[config.mk]
export PLATFORM = sky130hd
export DESIGN_NAME = visor_inject_port
export DESIGN_NICKNAME = d
export VERILOG_FILES = /design/src/rtl/visor_inject_port.sv
export SDC_FILE = /design/constraint.sdc
export NUM_CORES = 1
export LEC_CHECK = 0
export CORE_MARGIN = 2
export CORE_UTILIZATION = 40
export DETAILED_ROUTE_END_ITERATION = 7
export DONT_BUFFER_PORTS = 1
export PLACE_DENSITY_LB_ADDON = 0.15
export RECOVER_POWER = 50
export SLEW_MARGIN = 20
export SYNTH_ARGS = -nofsm -noshare
export SYNTH_HDL_FRONTEND = slang
export SYNTH_SLANG_ARGS = --single-unit
export TNS_END_PERCENT = 1
[constraint.sdc]
create_clock -name sysclk -period 3.4 [get_ports sysclk]
set_clock_uncertainty 0.05 [all_clocks]
set_input_delay 0.34 -clock sysclk [delete_from_list [all_inputs] [get_ports sysclk]]
set_output_delay 0.34 -clock sysclk [all_outputs]
set_load 0.02 [all_outputs]
[src/rtl/visor_inject_port.sv]
// visor_inject_port: target-side responder for supervisor instruction injection.
// Passes ROM fetches through to the target. On command it waits for a clean
// fetch boundary, feeds the queued burst into the target, stalls it for a
// fixed drain period and captures the target's export register.
module visor_inject_port #(
    parameter int INJ_DEPTH    = 4,
    parameter int DRAIN_CYCLES = 2
) (
    input  logic        sysclk,
    input  logic        sysreset,
    output logic [15:0] rom_addr,
    input  logic [15:0] rom_code_in,
    input  logic        rom_code_ready,
    input  logic [15:0] tg_code_addr,
    output logic [15:0] tg_code_in,
    output logic        tg_code_ready,
    input  logic [15:0] tg_to_visor_reg,
    input  logic [15:0] inj_word,
    input  logic        inj_valid,
    output logic        inj_ready,
    input  logic        inj_flush,
    input  logic        inj_go,
    output logic        inj_busy,
    output logic        inj_done,
    output logic [15:0] cap_data,
    output logic [15:0] resume_addr
);
    localparam int PW = $clog2(INJ_DEPTH);
    localparam int CW = PW + 1;
    localparam int DW = $clog2(DRAIN_CYCLES + 1);
    localparam logic [CW-1:0] DEPTH_C = CW'(INJ_DEPTH);

    typedef enum logic [1:0] {PASS, ARM, INJECT, DRAIN} state_t;

    state_t        state, state_nxt;
    logic [15:0]   queue [INJ_DEPTH];
    logic [PW-1:0] head, tail;
    logic [CW-1:0] count;
    logic [DW-1:0] drain_cnt;
    logic          enq, pop, flush, last_pop, drain_end;

    assign rom_addr  = tg_code_addr;
    assign inj_busy  = (state != PASS);
    assign last_pop  = (state == INJECT) && (count == CW'(1));
    assign drain_end = (state == DRAIN) && (drain_cnt == DW'(1));

    // State register
    always_ff @(posedge sysclk) begin
        if (!sysreset) state <= PASS;
        else           state <= state_nxt;
    end

    // Next-state, fetch-port muxing and queue handshake
    always_comb begin
        state_nxt     = state;
        tg_code_in    = rom_code_in;
        tg_code_ready = rom_code_ready;
        inj_ready     = 1'b0;
        enq           = 1'b0;
        pop           = 1'b0;
        flush         = 1'b0;
        unique case (state)
            PASS: begin
                inj_ready = (count < DEPTH_C);
                flush     = inj_flush;
                // Flush wins over both enqueue and go in the same cycle.
                enq       = inj_valid && inj_ready && !inj_flush;
                if (inj_go && !inj_flush && (count != '0)) state_nxt = ARM;
            end
            ARM: begin
                // Target consumes this ROM word; the burst follows it.
                if (rom_code_ready) state_nxt = INJECT;
            end
            INJECT: begin
                tg_code_in    = queue[head];
                tg_code_ready = 1'b1;
                pop           = 1'b1;
                if (last_pop) state_nxt = DRAIN;
            end
            DRAIN: begin
                tg_code_in    = '0;
                tg_code_ready = 1'b0;
                if (drain_end) state_nxt = PASS;
            end
            default: state_nxt = PASS;
        endcase
    end

    // Queue pointers and occupancy; enqueue and pop never share a cycle
    always_ff @(posedge sysclk) begin
        if (!sysreset || flush) begin
            head  <= '0;
            tail  <= '0;
            count <= '0;
        end else if (enq) begin
            tail  <= tail + PW'(1);
            count <= count + CW'(1);
        end else if (pop) begin
            head  <= head + PW'(1);
            count <= count - CW'(1);
        end
    end

    // Queue storage, unreset
    always_ff @(posedge sysclk) begin
        if (enq) queue[tail] <= inj_word;
    end

    // Resume address, drain counter, capture and done pulse
    always_ff @(posedge sysclk) begin
        if (!sysreset) begin
            resume_addr <= '0;
            drain_cnt   <= '0;
            cap_data    <= '0;
            inj_done    <= 1'b0;
        end else begin
            inj_done <= drain_end;
            if (state == ARM && rom_code_ready) resume_addr <= tg_code_addr + 16'd1;
            if (last_pop)                 drain_cnt <= DW'(DRAIN_CYCLES);
            else if (state == DRAIN)      drain_cnt <= drain_cnt - DW'(1);
            if (drain_end) cap_data <= tg_to_visor_reg;
        end
    end
endmodule
# Word-level counts from Yosys, hierarchy flattened
# Memories as Yosys holds them, arrays and structs flattened. A register that Yosys moved wholly into a read port is not among the register bits.
# Index checks and enable logic that the tools add are counted.
# totals
reg_bits	44
ram_bits	64
inputBits	70
elab_cells	65
memories	1
# mem_list
memory	words	width	read_ports	rd_clocked_by_memory_dff	wr	line	source
queue	4	16	1	1	1	36	logic [15:0] queue [INJ_DEPTH];
# op_classes
n_addsub	6
magnitude_cmp	1
n_eq_ne	9
n_mux	19
n_bitwise	2
reduce_logical	18
# ops
cell	count
$pmux 16 s2	1
$add 16x1->16 const B	1
$mux 2	8
$ne 2x2->1 const B	4
$pmux 2 s4	1
$logic_and 1x1->1	7
$mux 1	6
$mux 3	2
$reduce_bool 2->1	3
$add 2x1->2 const B	2
$eq 2x1->1 const B	2
$eq 2x2->1 const B	2
$reduce_and 4->1	1
$add 3x1->3 const B	1
$eq 3x1->1 const B	1
$lt 3x3->1 const B	1
$reduce_bool 3->1	1
$sub 3x1->3 const B	1
$logic_not 1->1	2
$logic_not 2->1	1
$not 1->1	2
$pmux 1 s2	1
$reduce_and 2->1	1
$reduce_or 2->1	1
2 further kinds	2

# Longest topological paths before layout
# Gate-level depths: netlist of the first run.
# logic_depth
ltp_word	8
ltp_mapped	7

# Worst setup path after synthesis of the first run
# OpenSTA, ideal clock, no wires.
# synth_path
kind	register to output
start	reg state[0]
end	out tg_code_in[0]
arrival_time_ns	1.629
t_required_ns	3.010
slack_ns	1.381
stages_incl_launch_ff	7
path_cell_list	dfxtp_1 inv_1 ha_1 buf_2 nor2_1 clkbuf_1 a22o_1
# synth_via
elab_chain_len	2
# synth_rtl
item	line	source
start, declared	35	state_t state, state_nxt;
start signal, assigned	50	else state <= state_nxt;
$eq 2x2->1	62	unique case (state)
$pmux 16 s2 *	62	
end, declared	15	output logic [15:0] tg_code_in,
# Every way passes the cells marked *; elsewhere a longest branch is shown, timed or not.

# Worst setup path in the final report of the first run
# layout_path
start	reg state[0]
end	out tg_code_in[4]
# Same word-level chain as after synthesis.

==> impl_metrics.py, run 1 <==
metrics = {
    "timing": {
        "post-route-period-util_pct": 73.4,
        "min_period_ns": 2.50,
        "finalSetupViolCount": 0,
        "finalMaxSlewViolations": 32,
        "final.setup.worst_slack_ns": 0.905,
        "hold_viol": 0,
        "rsz0062_at_grt": "false",
        "worst_pin_slew_ns": 1.54,
        "tns_ns": 0,
        "fmax_mhz": 401,
        "slew_headroom_pct": -2.69,
    },
    "route": {
        "avgRoutedWirePerCell_um": 18.1,
        "routed_wl_mm": 9.02,
        "vias_per_cell": 5.39,
        "drtAntennaViolNets": 0,
        "drc": 0,
        "drt-initial-drc-count": 175,
        "first_pass_iters": 4,
        "vias": 2682,
    },
    "global_route": {
        "grt_pass1_wl_mm": 13.8,
        "overflow": 0,
        "grt_antenna_before_repair": 0,
        "first_global_vias": 2566,
        "grt_usage_pct": 14.3,
        "grt_max_degree": 32,
    },
    "worst_setup_path": {
        "endpoint_kind": "output pin",
        "crit_buf_inv": 2,
        "critPathLaunch": "state[0]",
        "slowest_delay_ns": 0.63,
        "critPathTopFamily": "adder cells",
        "cp_max_fo": 16,
        "r2r-start": "state[0]",
        "critPathLaunchType": "flip-flop",
        "cp_slowest_cell": "ha_1",
        "crit_required_ns": 3.01,
        "setup.worst_path.class": "flip-flop to output pin",
        "cp.arrival_ns": 2.11,
        "path_cells": "inv_1 -> ha_1 -> nor2_1 -> buf_4 -> a22o_1",
    },
    "clock_network": {
        "post-cts-setup-buffers": 0,
        "cts_buffers": 9,
        "cts_buffer_depth": 2,
        "clk_pin_slew_ns": 0.07,
        "worstSkewPairLatency_ns": 0.35,
        "cts_tree": "done",
        "cts_resized": 0,
        "clock_sinks": 110,
        "holdBufCountCts": 0,
        "htreeDepth": 3,
        "cts_root_buf": "clkbuf_16",
    },
    "power": {
        "ir_worst_vdd_uv": 271,
        "p_per_area_nw_per_um2": 599,
        "p_leak_nw": 1.62,
    },
    "status": {
        "violations": "max-capacitance violations, max-slew violations",
        "status": "complete, but fails checks",
    },
    "floorplan": {
        "initial_core_util_pct": 41.3,
        "io_pins": 138,
        "fp.dieW_um": 113,
        "std_cell_rows": 39,
        "die_h_um": 113,
        "die_area_um2": 12700,
        "core_um2": 11500,
    },
    "hold_path": {
        "hp-class": "input pin to flip-flop",
        "hp-start": "tg_code_addr[0]",
    },
    "synth": {
        "syn-num-nets": 457,
        "synth_cells": 372,
        "yosysUniqueCellTypes": 37,
        "ys_seq_area_share_pct": 60.0,
        "async_reset_ff_share_pct": 0,
        "avgSynthCellArea_um2": 12.7,
        "ys.flop_type": "edfxtp_1",
        "synth_warnings": 0,
        "synth-edff-count": 64,
        "ys_ff_latch": 110,
        "synth_area_um2": 4740,
    },
    "placement": {
        "port_buffers": 0,
        "dp_hpwl_mm": 6.01,
        "gp_congestion": 0.716,
        "dp_slack_ns": 1.09,
    },
    "layout": {
        "antenna_cells": 0,
        "finalNetCount": 435,
        "area_growth_pct": 5.71,
        "drive_gt1_share_pct": 9.86,
    },
    "job": {
        "max_cap_viol_count": 1,
    },
}
==> power breakdown <==
group / internal (W) / total, W / switching (W) / leakage [nW]
Clock: 0.000574 / 0.00105 / 0.000473 / 0.145
Sequential: 0.00149 / 0.00157 / 0.0000794 / 0.952
Combinational: 0.000136 / 0.000385 / 0.000249 / 0.526
Total: 0.00220 / 0.00300 / 0.000801 / 1.62
==> sequential cells by signal, indices dropped and copies added (netlist names), named ones only <==
register,cells
queue,64
state,2
resume_addr,16
head,2
inj_done,1
drain_cnt,2
tail,2
count,3
cap_data,16
==> cell type report <==
class,instances,area (µm²)
clock buffers,9,225
clock inverters,7,70.1
repair buffers,3,22.5
fillers,1073,6460
flip-flops and latches,110,2840
inverters,12,45.0
multi-input cells,214,1620
well taps,143,179
==> Yosys cell counts, drive strengths merged, types with 2 or more instances <==
master | n | area (µm²)
a211oi | 6 | 45.0
a21o | 2 | 15.0
a21oi | 32 | 160
a22o | 16 | 140
and2 | 6 | 37.5
and3 | 2 | 12.5
and4 | 4 | 37.5
buf | 27 | 193
clkbuf | 9 | 33.8
dfxtp | 46 | 921
edfxtp | 64 | 1920
ha | 15 | 188
inv | 11 | 41.3
mux2i | 2 | 20.0
mux4 | 16 | 360
nand2 | 39 | 146
nand2b | 2 | 12.5
nand3 | 6 | 42.5
nand3b | 2 | 15.0
nand4 | 5 | 31.3
nor2 | 21 | 78.8
nor2b | 2 | 12.5
o21ai | 12 | 60.1
xnor2 | 5 | 43.8
xor2 | 13 | 114
==> metal layers <==
metal	up-vias	routed length, µm	track usage, %
li1	1295	-	-
met1	1300	4030	19.0
met2	76	4330	22.1
met3	11	521	4.28
met4	0	136	5.85
met5	-	0	0
==> cell families after synthesis <==
| family | share of synthesized area, % |
|---|---|
| and+or+nand+nor | 9.51 |
| DFF | 60.0 |
| AOI/OAI and AO/OA | 9.41 |
| buffers and inverters | 5.73 |
| adders and majority gates | 3.96 |
| xor gates and xnor gates | 3.33 |
| muxes | 8.03 |
==> worst register-to-register path, stage by stage, from the launching register on <==
cell	delay [ns]
dfxtp_1	0.34
inv_1	0.12
ha_1	0.22
and4bb_1	0.48
and2_1	0.76
==> worst paths after layout <==
path	end	slack, ns	cells after the start
setup / recovery	tg_code_in[4]	0.90	5
hold / removal	resume_addr[0]	0.03	1
setup reg to reg	queue[0][11]	1.05	4
hold reg to reg	count[2]	0.48	2
==> cell usage in the layout (no fill, tap or decap), types with 2 or more instances in the layout <==
master,count
clkinv_1,4
and3_1,2
dfxtp_1,46
inv_1,11
a22o_1,16
nand4_1,5
ha_1,15
buf_4,3
nand2_1,39
nand3b_1,2
inv_6,2
nor2_1,21
nand3_1,5
mux2i_1,2
nor2b_1,2
edfxtp_1,64
o21ai_0,12
xnor2_1,5
and2_1,5
and4_1,2
a211oi_1,6
mux4_2,16
a21oi_1,32
a21o_1,2
clkbuf_16,9
and4_2,2
nand2b_1,2
xor2_1,13
==> per-stage QoR <==
stage	power, W	utilization, %	instances	hold WS [ns]	area (µm²)
final	0.00300	43.7	498	0.0301	5010
after global routing	0.00315	43.7	498	0.0100	5010
after CTS	0.00305	43.7	498	0.0163	5010
after detailed placement	0.00199	41.1	482	0.389	4710
after global placement	0.00198	41.1	482	0.388	4710
after floorplan	0.00194	-	372	0.386	4740
No activity file was read; power rests on OpenSTA's default activity.
==> run 2, diff against run 1 <==
==> constraint.sdc (replaced) <==
create_clock -name sysclk -period 2.2 [get_ports sysclk]
set_clock_uncertainty 0.05 [all_clocks]
set_input_delay 0.22 -clock sysclk [delete_from_list [all_inputs] [get_ports sysclk]]
set_output_delay 0.22 -clock sysclk [all_outputs]
set_load 0.02 [all_outputs]
==> run 2 against run 1 <==
  * The flow now finishes without violations
  * Largest power group unchanged
  * Global-route usage grew 1.3 points
  * Die area unchanged
  * Largest cell class unchanged
  * Sequential share of layout area shrank 5.3 points
  * Critical endpoint unchanged
  * Routed wire length rose by 7.0%
  * Sequential cell count unchanged
  * Total power is 60% higher
==> impl_metrics.py, run 2 (synthesized netlist as in run 1, its figures left out) <==
metrics = {
    "route": {
        "vias": 2855,
        "drt-initial-drc-count": 101,
        "drc": 0,
        "routed_wl_mm": 9.64,
        "vias_per_cell": 5.25,
        "avgRoutedWirePerCell_um": 17.7,
        "first_pass_iters": 4,
        "drtAntennaViolNets": 0,
    },
    "power": {
        "p_per_area_nw_per_um2": 869,
        "ir_worst_vdd_uv": 487,
        "p_leak_nw": 1.85,
    },
    "global_route": {
        "grt_antenna_before_repair": 0,
        "first_global_vias": 2858,
        "grt_max_degree": 32,
        "grt_pass1_wl_mm": 15.3,
        "overflow": 0,
        "grt_usage_pct": 15.6,
    },
    "timing": {
        "final.setup.worst_slack_ns": 0.136,
        "tns_ns": 0,
        "fmax_mhz": 485,
        "holdWs_ns": 0.0182,
        "post-route-period-util_pct": 93.8,
        "finalMaxSlewViolations": 0,
        "min_period_ns": 2.06,
        "slew_headroom_pct": 62.2,
        "worst_pin_slew_ns": 0.565,
        "finalSetupViolCount": 0,
        "hold_viol": 0,
        "rsz0062_at_grt": "false",
    },
    "worst_setup_path": {
        "endpoint_kind": "output pin",
        "crit_required_ns": 1.93,
        "reg2reg_to": "queue[1][8]",
        "cp_max_fo": 16,
        "r2r-start": "state[0]",
        "reg2reg_slack_ns": 0.37,
        "cp.arrival_ns": 1.79,
        "critPathLaunchType": "flip-flop",
        "endpoint": "tg_code_in[4]",
        "setup.worst_path.class": "flip-flop to output pin",
        "r2r_cells": 5,
    },
    "floorplan": {
        "core_um2": 11500,
        "std_cell_rows": 39,
        "fp.dieW_um": 113,
        "die_h_um": 113,
        "initial_core_util_pct": 41.3,
        "io_pins": 138,
        "die_area_um2": 12700,
    },
    "layout": {
        "drive_gt1_share_pct": 12.2,
        "largest_reg_flops": 64,
        "reg_top3": "queue x64, cap_data x16, resume_addr x16",
        "final_cells": 544,
        "fin_area_um2": 5530,
        "layout.cells.most_common_list": "edfxtp_1, dfxtp_1, nand2_1",
        "finalNetCount": 481,
        "final_common_cell": "edfxtp_1",
        "area_growth_pct": 16.7,
        "antenna_cells": 0,
        "largest_register": "queue",
    },
    "clock_network": {
        "post-cts-setup-buffers": 0,
        "clk_pin_slew_ns": 0.07,
        "worstSkewPairLatency_ns": 0.35,
        "cts_tree": "done",
        "cts_root_buf": "clkbuf_16",
        "htreeDepth": 3,
        "cts_buffers": 9,
        "clock_sinks": 110,
        "cts_buffer_depth": 2,
    },
    "job": {
        "max_cap_viol_count": 0,
    },
    "placement": {
        "port_buffers": 0,
        "gp_congestion": 0.752,
        "placed_cell_area_um2": 4870,
        "dp_slack_ns": 0.356,
        "dp_hpwl_mm": 6.45,
        "post-place-cells": 493,
    },
    "hold_path": {
        "hp-class": "input pin to flip-flop",
    },
    "status": {
        "status": "complete, no violations",
    },
}
run 2: metal layers:
layer / global-route usage, % / up-vias / wire [µm]
li1: - / 1387 / -
met1: 20.9 / 1382 / 4370
met2: 24.8 / 76 / 4680
met3: 3.43 / 10 / 443
met4: 6.42 / 0 / 155
met5: 0 / - / 0
run 2: cell type report:
cell class                      instances  area, µm²
Sequential cell                       110       2840
Clock inverter                          6       76.3
Clock buffer                           10        229
Inverter                               12       45.0
Multi-Input combinational cell        214       1620
Timing Repair Buffer                   49        532
Fill cell                            1025       5940
Tap cell                              143        179
run 2: through the flow:
step | total power [W] | utilization (%)
floorplan | 0.00300 | -
global placement | 0.00310 | 42.5
detailed placement | 0.00312 | 42.5
CTS | 0.00486 | 48.2
global route | 0.00502 | 48.2
finish | 0.00480 | 48.2
run 2: worst max-delay path, cell delays in order (launching register included):
cell	delay [ns]
dfxtp_1	0.36
buf_12	0.20
mux4_2	0.51
a22o_1	0.22
buf_4	0.16
run 2: worst min-delay path by stage:
stage	startpoint	endpoint	slack, ns	cells after the start
5_1_grt	tg_code_addr[4]	resume_addr[4]	0.02	2
3_3_place_gp	tg_code_addr[0]	resume_addr[0]	0.27	1
6_report	tg_code_addr[15]	resume_addr[15]	0.02	2
4_1_cts	tg_code_addr[15]	resume_addr[15]	0.008	2
2_1_floorplan	tg_code_addr[0]	resume_addr[0]	0.27	1
3_5_place_dp	inj_word[8]	queue[2][8]	0.27	0
run 2: what timing repair did:
item,4_1_cts,5_1_grt
hold buffers,35,0
endpoints found under the hold margin,92,0
gates resized for setup,0,1
setup endpoints to repair,0,1
run 2: power breakdown:
group | internal, W | total, W | switching, W
clock | 0.000907 | 0.00168 | 0.000772
sequential | 0.00230 | 0.00242 | 0.000122
combinational | 0.000283 | 0.000703 | 0.000420
==> run 3, diff against run 2 <==
--- a/config.mk
+++ b/config.mk
@@ -9,6 +9,7 @@
 export CORE_UTILIZATION = 40
 export DETAILED_ROUTE_END_ITERATION = 7
 export DONT_BUFFER_PORTS = 1
+export MAX_ROUTING_LAYER = met4
 export PLACE_DENSITY_LB_ADDON = 0.15
 export RECOVER_POWER = 50
 export SLEW_MARGIN = 20
==> run 3 against run 2 <==
  * First-iteration DRC count is 2.0% higher
  * Critical path type unchanged
  * Die area is the same
  * Maximum frequency decreased by 0.42%
  * Routed wire length shrank 0.59%
  * Count of clock-buffer cells in the layout unchanged
  * Critical path depth is 2 higher
==> impl_metrics.py, run 3 (synthesized netlist as in run 1, its figures left out) <==
metrics = {
    "timing": {
        "hold_viol": 0,
        "tns_ns": 0,
        "min_period_ns": 2.07,
        "finalSetupViolCount": 0,
        "post-route-period-util_pct": 94.2,
        "finalMaxSlewViolations": 0,
        "holdWs_ns": 0.0176,
        "slew_headroom_pct": 62.1,
        "worst_pin_slew_ns": 0.566,
        "rsz0062_at_grt": "false",
        "fmax_mhz": 483,
    },
    "layout": {
        "drive_gt1_share_pct": 12.2,
        "area_growth_pct": 16.7,
        "layout.cells.most_common_list": "edfxtp_1, dfxtp_1, nand2_1",
        "utilization_pct": 48.2,
        "antenna_cells": 0,
        "final_common_cell": "edfxtp_1",
        "finalNetCount": 481,
        "fin_area_um2": 5530,
        "reg_top3": "queue x64, cap_data x16, resume_addr x16",
        "largest_register": "queue",
        "largest_reg_flops": 64,
    },
    "route": {
        "drt-initial-drc-count": 103,
        "first_pass_iters": 4,
        "avgRoutedWirePerCell_um": 17.6,
        "drtAntennaViolNets": 0,
        "routed_wl_mm": 9.59,
        "vias_per_cell": 5.27,
        "vias": 2865,
        "drc": 0,
    },
    "power": {
        "p_int_w": 0.00349,
        "seqPwrFrac_pct": 50.4,
        "power.share.combinational_pct": 14.6,
        "ir_worst_vdd_uv": 487,
        "p_per_area_nw_per_um2": 869,
        "power.total_w": 0.00480,
        "p_sw_share_pct": 27.3,
        "clkPwrFrac_pct": 34.9,
        "p_leak_nw": 1.85,
        "p_sw_w": 0.00131,
    },
    "job": {
        "max_cap_viol_count": 0,
    },
    "floorplan": {
        "fp.dieW_um": 113,
        "die_h_um": 113,
        "initial_core_util_pct": 41.3,
        "io_pins": 138,
        "die_area_um2": 12700,
        "std_cell_rows": 39,
        "core_um2": 11500,
    },
    "worst_setup_path": {
        "setup.worst_path.class": "flip-flop to output pin",
        "critPathLaunchType": "flip-flop",
        "r2r-start": "state[0]",
        "endpoint_kind": "output pin",
        "critPathLaunch": "state[0]",
        "cp_max_fo": 16,
        "cp.arrival_ns": 1.80,
        "crit_required_ns": 1.93,
    },
    "clock_network": {
        "worstSkewPairLatency_ns": 0.35,
        "cts_root_buf": "clkbuf_16",
        "cts_buffers": 9,
        "cts_buffer_depth": 2,
        "htreeDepth": 3,
        "post-cts-setup-buffers": 0,
        "clock_sinks": 110,
        "cts_tree": "done",
        "clk_pin_slew_ns": 0.07,
    },
    "global_route": {
        "grt_usage_pct": 16.1,
        "first_global_vias": 2849,
        "grt_max_degree": 32,
        "overflow": 0,
        "grt_pass1_wl_mm": 15.3,
        "grt_antenna_before_repair": 0,
    },
    "status": {
        "status": "complete, no violations",
    },
    "placement": {
        "gp_congestion": 0.762,
        "port_buffers": 0,
        "dp_hpwl_mm": 6.45,
        "placed_cell_area_um2": 4870,
    },
    "hold_path": {
        "hp-start": "tg_code_addr[15]",
        "hp-class": "input pin to flip-flop",
    },
}
==> run 3: cell counts in the layout (fill, tap and decap cells not counted) <==
Identical to the previous run, type by type.
==> run 3: power by group through the flow <==
stage / clock network (W) / registers, W / logic (W)
4_1_cts: 0.00172 / 0.00242 / 0.000713
6_report: 0.00168 / 0.00242 / 0.000703
5_1_grt: 0.00181 / 0.00244 / 0.000785
2_1_floorplan: 0 / 0.00245 / 0.000552
3_3_place_gp: 0 / 0.00247 / 0.000634
3_5_place_dp: 0 / 0.00247 / 0.000645
==> run 3: repair_timing <==
item	4_1_cts	5_1_grt
resized for setup	0	1
hold buffers	35	0
endpoints found under the setup margin	0	1
endpoints found under the hold margin	92	0
==> run 3: metrics by stage <==
stage | std cells | worst slack (ns)
floorplan | 372 | 0.269
global placement | 493 | 0.377
detailed placement | 493 | 0.356
CTS | 544 | 0.0793
global route | 544 | 0.0113
finish | 544 | 0.128
==> run 3: area by class of cell <==
class	instances	area, µm²
timing repair buffer	49	532
multi-input combinational	214	1620
inverter	12	45.0
fill	1025	5940
clock inverter	6	76.3
clock buffer	10	229
tap	143	179
sequential	110	2840
==> run 3: per-layer routing <==
layer  global-route usage, %  part of all wire [%]  up-vias  wire length [µm]
met3                    3.27                   4.5       12               427
met4                    6.42                   1.8        0               173
met5                       -                     0        -                 0
met2                    24.9                    49       80              4670
li1                        -                     -     1388                 -
met1                    21.0                    45     1385              4310
==> run 3: final timing paths <==
path / end / slack (ns) / depth (start not counted)
setup reg to reg: queue[1][8] / 0.37 / 5
hold reg to reg: count[2] / 0.49 / 2
hold / removal: resume_addr[15] / 0.02 / 2
setup / recovery: tg_code_in[4] / 0.13 / 6
==> run 3: worst max-delay path, stage by stage, from the launching register on <==
cell and delay, ns:
dfxtp_1 0.39, inv_1 0.10, ha_1 0.25, nor2_1 0.13, buf_6 0.21, a22o_1 0.20, buf_4 0.15
